`src/rtl/fetch_unit_if.sv`:
```
`default_nettype none
// ============================================================================
// Module  : fetch_unit_if
// Brief   : Instruction-memory request/response bus between fetch and imem.
// Revision: 1.0 - initial release
// ============================================================================
interface fetch_unit_if #(
  parameter int PC_W = 9
);
  logic            imem_req;
  logic [PC_W-1:0] imem_addr;
  logic            imem_rvalid;
  logic [31:0]     imem_rdata;

  modport master (
    output imem_req,
    output imem_addr,
    input  imem_rvalid,
    input  imem_rdata
  );

  modport slave (
    input  imem_req,
    input  imem_addr,
    output imem_rvalid,
    output imem_rdata
  );
endinterface
`default_nettype wire

```
`src/rtl/fetch_unit.sv`:
```
`default_nettype none
// ============================================================================
// Module  : fetch_unit
// Brief   : IF stage with IF/ID register; one outstanding imem fetch, stall
//           hold buffer and redirect flush/drain.
// Revision: 1.0 - initial release
// ============================================================================
module fetch_unit #(
  parameter int              PC_W     = 9,
  parameter logic [PC_W-1:0] RESET_PC = '0
) (
  input  wire logic            clk,
  input  wire logic            reset,
  input  wire logic            stall,
  input  wire logic            PcSel,
  input  wire logic [31:0]     BrPC,
  fetch_unit_if.master         imem,
  output logic [PC_W-1:0]      if_pc,
  output logic [31:0]          if_instr,
  output logic                 if_valid
);

  localparam logic [31:0]     C_NOP  = 32'h0000_0013;
  localparam logic [PC_W-1:0] C_STEP = PC_W'(4);

  typedef enum logic [1:0] {
    S_REQ   = 2'd0,
    S_WAIT  = 2'd1,
    S_HOLD  = 2'd2,
    S_DRAIN = 2'd3
  } state_t;

  state_t          r_state;
  logic [PC_W-1:0] r_pc;
  logic [31:0]     r_hold;
  logic [PC_W-1:0] r_if_pc;
  logic [31:0]     r_if_instr;
  logic            r_if_valid;

  logic [PC_W-1:0] w_target;
  logic [PC_W-1:0] w_pc_next;

  assign w_target  = {BrPC[PC_W-1:2], 2'b00};
  assign w_pc_next = r_pc + C_STEP;

  generate
    if (PC_W < 32) begin : g_unused_hi
      logic w_unused_brpc;
      assign w_unused_brpc = ^{BrPC[31:PC_W], BrPC[1:0]};
    end else begin : g_unused_lo
      logic w_unused_brpc;
      assign w_unused_brpc = ^BrPC[1:0];
    end
  endgenerate

  // A redirect suppresses the request so the stale PC is never fetched.
  assign imem.imem_req  = (r_state == S_REQ) && !PcSel && !reset;
  assign imem.imem_addr = r_pc;

  assign if_pc    = r_if_pc;
  assign if_instr = r_if_instr;
  assign if_valid = r_if_valid;

  always_ff @(posedge clk) begin
    if (reset) begin
      r_state    <= S_REQ;
      r_pc       <= RESET_PC;
      r_hold     <= '0;
      r_if_pc    <= '0;
      r_if_instr <= C_NOP;
      r_if_valid <= 1'b0;
    end else begin
      if (!stall) begin
        r_if_valid <= 1'b0;
      end
      if (PcSel) begin
        r_pc       <= w_target;
        r_if_valid <= 1'b0;
        case (r_state)
          S_WAIT:  r_state <= imem.imem_rvalid ? S_REQ : S_DRAIN;
          // A response landing with the redirect ends the drain; waiting on
          // would hang with nothing outstanding.
          S_DRAIN: r_state <= imem.imem_rvalid ? S_REQ : S_DRAIN;
          default: r_state <= S_REQ;
        endcase
      end else begin
        case (r_state)
          S_REQ: begin
            r_state <= S_WAIT;
          end
          S_WAIT: begin
            if (imem.imem_rvalid) begin
              if (!stall) begin
                r_if_pc    <= r_pc;
                r_if_instr <= imem.imem_rdata;
                r_if_valid <= 1'b1;
                r_pc       <= w_pc_next;
                r_state    <= S_REQ;
              end else begin
                r_hold  <= imem.imem_rdata;
                r_state <= S_HOLD;
              end
            end
          end
          S_HOLD: begin
            if (!stall) begin
              r_if_pc    <= r_pc;
              r_if_instr <= r_hold;
              r_if_valid <= 1'b1;
              r_pc       <= w_pc_next;
              r_state    <= S_REQ;
            end
          end
          S_DRAIN: begin
            if (imem.imem_rvalid) begin
              r_state <= S_REQ;
            end
          end
          default: r_state <= S_REQ;
        endcase
      end
    end
  end

endmodule
`default_nettype wire

```
`src/flat_wrapper.sv`:
```
// flat-port wrapper written by rule: the top's interface ports become plain ports
module fetch_unit_flat 
#(
  parameter int              PC_W     = 9,
  parameter logic [PC_W-1:0] RESET_PC = '0
)
  (clk, reset, stall, PcSel, BrPC, if_pc, if_instr, if_valid, imem_imem_req, imem_imem_addr, imem_imem_rvalid, imem_imem_rdata);
  fetch_unit_if #(.PC_W(PC_W)) imem_i ();
  input  wire logic clk;
  input  wire logic reset;
  input  wire logic stall;
  input  wire logic PcSel;
  input  wire logic [31:0] BrPC;
  output logic [PC_W-1:0] if_pc;
  output logic [31:0] if_instr;
  output logic if_valid;
  output wire logic [$bits(imem_i.imem_req)-1:0] imem_imem_req;
  output wire logic [$bits(imem_i.imem_addr)-1:0] imem_imem_addr;
  input wire logic [$bits(imem_i.imem_rvalid)-1:0] imem_imem_rvalid;
  input wire logic [$bits(imem_i.imem_rdata)-1:0] imem_imem_rdata;
  assign imem_imem_req = imem_i.imem_req;
  assign imem_imem_addr = imem_i.imem_addr;
  assign imem_i.imem_rvalid = imem_imem_rvalid;
  assign imem_i.imem_rdata = imem_imem_rdata;
  fetch_unit #(.PC_W(PC_W), .RESET_PC(RESET_PC)) u_core (.clk(clk), .reset(reset), .stall(stall), .PcSel(PcSel), .BrPC(BrPC), .imem(imem_i), .if_pc(if_pc), .if_instr(if_instr), .if_valid(if_valid));
endmodule
```
`config.mk`:
```
export PLATFORM = sky130hd
export DESIGN_NAME = fetch_unit_flat
export DESIGN_NICKNAME = d
export VERILOG_FILES = /design/src/rtl/fetch_unit_if.sv /design/src/rtl/fetch_unit.sv /design/src/flat_wrapper.sv
export SDC_FILE = /design/constraint.sdc
export NUM_CORES = 1
export LEC_CHECK = 0
export ABC_AREA = 1
export BUFFER_PORTS_ARGS = -buffer_cell sky130_fd_sc_hd__buf_2
export CAP_MARGIN = 20
export CORE_AREA = 2 2 115 117
export CTS_BUF_LIST = sky130_fd_sc_hd__clkbuf_4
export DETAILED_ROUTE_END_ITERATION = 6
export DIE_AREA = 0 0 117 119
export PLACE_DENSITY_LB_ADDON = 0.2
export SLEW_MARGIN = 20
export SYNTH_ARGS = -nofsm -noshare
export SYNTH_HDL_FRONTEND = slang
export SYNTH_SLANG_ARGS = --single-unit
```
`constraint.sdc`:
```
create_clock -name clk -period 1.57 [get_ports clk]
set_input_delay 0.314 -clock clk [delete_from_list [all_inputs] [get_ports clk]]
set_output_delay 0.314 -clock clk [all_outputs]
set_load 0.05 [all_outputs]
```
==> run_results.csv <==
group,metric,value,unit
die,fp.dieH,119,µm
drt,route.detailed.drc,0,
grt,antenna_found_initial,0,
flow_run,max_cap_violations,0,
cells_and_area,final_cell_mix,"nor2_1, buf_2, o21ai_0, dfxtp_1, nand2_1",
yosys,avgSynthCellArea,7.06,µm²
cells_and_area,syn2layout_area_growth,34.4,%
placement,dp_slack,-0.0685,ns
placement,dpl.hpwl,6460,µm
yosys,syn_inst,512,
yosys,ys_top_cells_by_area,"dfxtp_1, o21ai_0, nor2_1, nand2_1, a21oi_1",
timing,period_minus_slack,1.66,ns
grt,grt_overflow,0,
grt,grt_pass1_vias,3286,
placement,place_area,0.00437,mm²
clocking,insertion_delay,0.44,ns
yosys,yosysTopAreaCell,"dfxtp_1",
timing,fin_crit_sh,106,%
grt,grt_start_max_net_pins,47,
timing,finalMaxSlewViolations,0,
die,dieArea,0.0139,mm²
clocking,cts-root-buf,"clkbuf_4",
drt,initialDrtViolationCount,206,
die,core,0.0129,mm²
clocking,postCtsHoldBufs,0,
die,start_util,28.1,%
yosys,synth_warnings,0,
die,die_w,117,µm
cells_and_area,nNetsFinal,694,
timing,rsz0062_at_grt,"true",
worst_setup_path,crit_arrival,2.04,ns
clocking,numCtsBuffers,9,
worst_setup_path,setup.worst_path.end_class,"register",
clocking,htree_levels,3,
worst_setup_path,cp.required,1.96,ns
drt,first_pass_iters,4,
worst_setup_path,critPathMaxFanout,6,
drt,vias,3571,
cells_and_area,postLayoutCellArea,0.00486,mm²
timing,finalHoldViolCount,0,
yosys,synth_seq_cells,81,
power,ir_worst_vdd,0.358,mV
worst_setup_path,worstSetupStartpointType,"register",
drt,wirelength,9720,µm
worst_setup_path,path_class,"register to register",
timing,final.setup.worst_slack,-0.0891,ns
die,rows,42,
run_status,outcome,"finished, violations left",
drt,vias_per_cell,4.48,
min_path,min_path_type,"input port to register",
power,p_leak,2.19,nW
timing,setup-tns-final,-0.680,ns
clocking,cts_sinks,81,
timing,max_freq,603,MHz
grt,grt_pass1_wl,15400,µm
die,ioPinCount,121,
power,power,4.76,mW
timing,skew,0.00941,ns
min_path,min_from,"imem_imem_rdata[4]",
clocking,cts_tree,"built",
drt,wl_per_cell,12.2,µm
placement,io_buffer_count,91,
worst_setup_path,crit_start,"u_core.r_state[1]",
worst_setup_path,regToRegStartpoint,"u_core.r_state[1]",
grt,grt_use_total,14.1,%
power,powerDensity,978,mW/mm²
cells_and_area,drive_gt1_share,27.5,%
placement,place_congestion,0.819,
clocking,clockBufferDepth,2,
clocking,cts.clk_slew.worst_paths,0.13,ns
timing,finalSetupViolations,17,
run_status,violations,"setup timing",
yosys,yosys.area.top_type_share,44.8,%
yosys,ys_types,26,
drt,antenna_left,0,
cells_and_area,final_common_cell,"nor2_1",
yosys,seq_area_frac_synth,44.8,%
cells_and_area,antenna_cells,0,
yosys,synth_area,0.00362,mm²
## layer usage
layer | global-route usage [%] | wire length (µm) | vias up
met5 | 0 | 0 | -
met3 | 3.56 | 553 | 12
met4 | 6.18 | 182 | 0
li1 | - | - | 1858
met1 | 17.9 | 4510 | 1615
met2 | 22.4 | 4470 | 86
## sequential cells by signal (all words and copies together) (netlist names)
name	cells
u_core.if_pc	7
u_core.imem.imem_addr	7
u_core.r_hold	32
u_core.r_state	2
u_core.if_valid	1
u_core.if_instr	32
## cell families after synthesis
family,Yosys count,synth area share [%]
compound gates,140,19.8
buf+inv,78,9.90
flops,81,44.8
fa+ha+maj,8,2.77
other cells,1,0.104
simple gates,204,22.6
## report_power, final
part	leakage (nW)	total [mW]	internal, mW	switching [mW]
Combinational	1.46	1.25	0.424	0.829
Clock	0.0734	1.25	0.529	0.716
Sequential	0.660	2.26	2.18	0.0763
## final timing paths
check	end	slack [ns]	depth (start not counted)
worst max-delay path	u_core.if_instr[17]	-0.09	9
worst min-delay path	u_core.r_hold[4]	0.10	3
worst max register to register	u_core.if_instr[17]	-0.09	9
worst min register to register	u_core.if_instr[1]	0.49	2
## what timing repair did
item	CTS	global route
pin swaps	2	4
setup buffers	5	0
setup endpoints to repair	69	67
cloned	5	1
gates resized for setup	41	27
## cell usage after synthesis
cell / instances
buf_2: 9
buf_6: 1
nand4_2: 1
o21ai_1: 3
clkbuf_2: 1
dfxtp_1: 81
a21oi_1: 36
buf_4: 12
nor3b_1: 1
nand4_1: 1
nor3_1: 4
a211oi_1: 2
nand3_2: 1
inv_1: 39
nor2_1: 98
o21ai_0: 95
nor3_2: 1
nand3_1: 16
inv_2: 4
o22ai_1: 1
nand2_1: 81
ha_1: 8
conb_1: 1
o21bai_1: 2
clkbuf_1: 12
o211ai_1: 1
## worst max-delay path, cell delays in order, from the launching register on
cell	delay [ns]
dfxtp_2	0.36
buf_6	0.13
ha_4	0.16
o21ai_4	0.16
nand4_4	0.23
inv_8	0.18
buf_12	0.12
buf_16	0.11
nor2_1	0.04
nor2_1	0.09
## final cells by class
cell class | instances | area [µm²]
timing repair buffer | 126 | 925
tap | 176 | 220
fill | 1385 | 8010
clock inverter | 3 | 42.5
clock buffer | 12 | 90.1
multi-input combinational | 356 | 1780
inverter | 43 | 178
sequential | 81 | 1620
## metrics by stage
stage	cells	util, %	hold WS [ns]
2_1_floorplan	515	-	0.383
3_3_place_gp	771	33.9	0.455
3_5_place_dp	771	33.9	0.463
4_1_cts	796	37.0	0.0589
5_1_grt	797	37.8	0.0902
6_report	797	37.8	0.105
No activity file was read; power rests on OpenSTA's default activity.
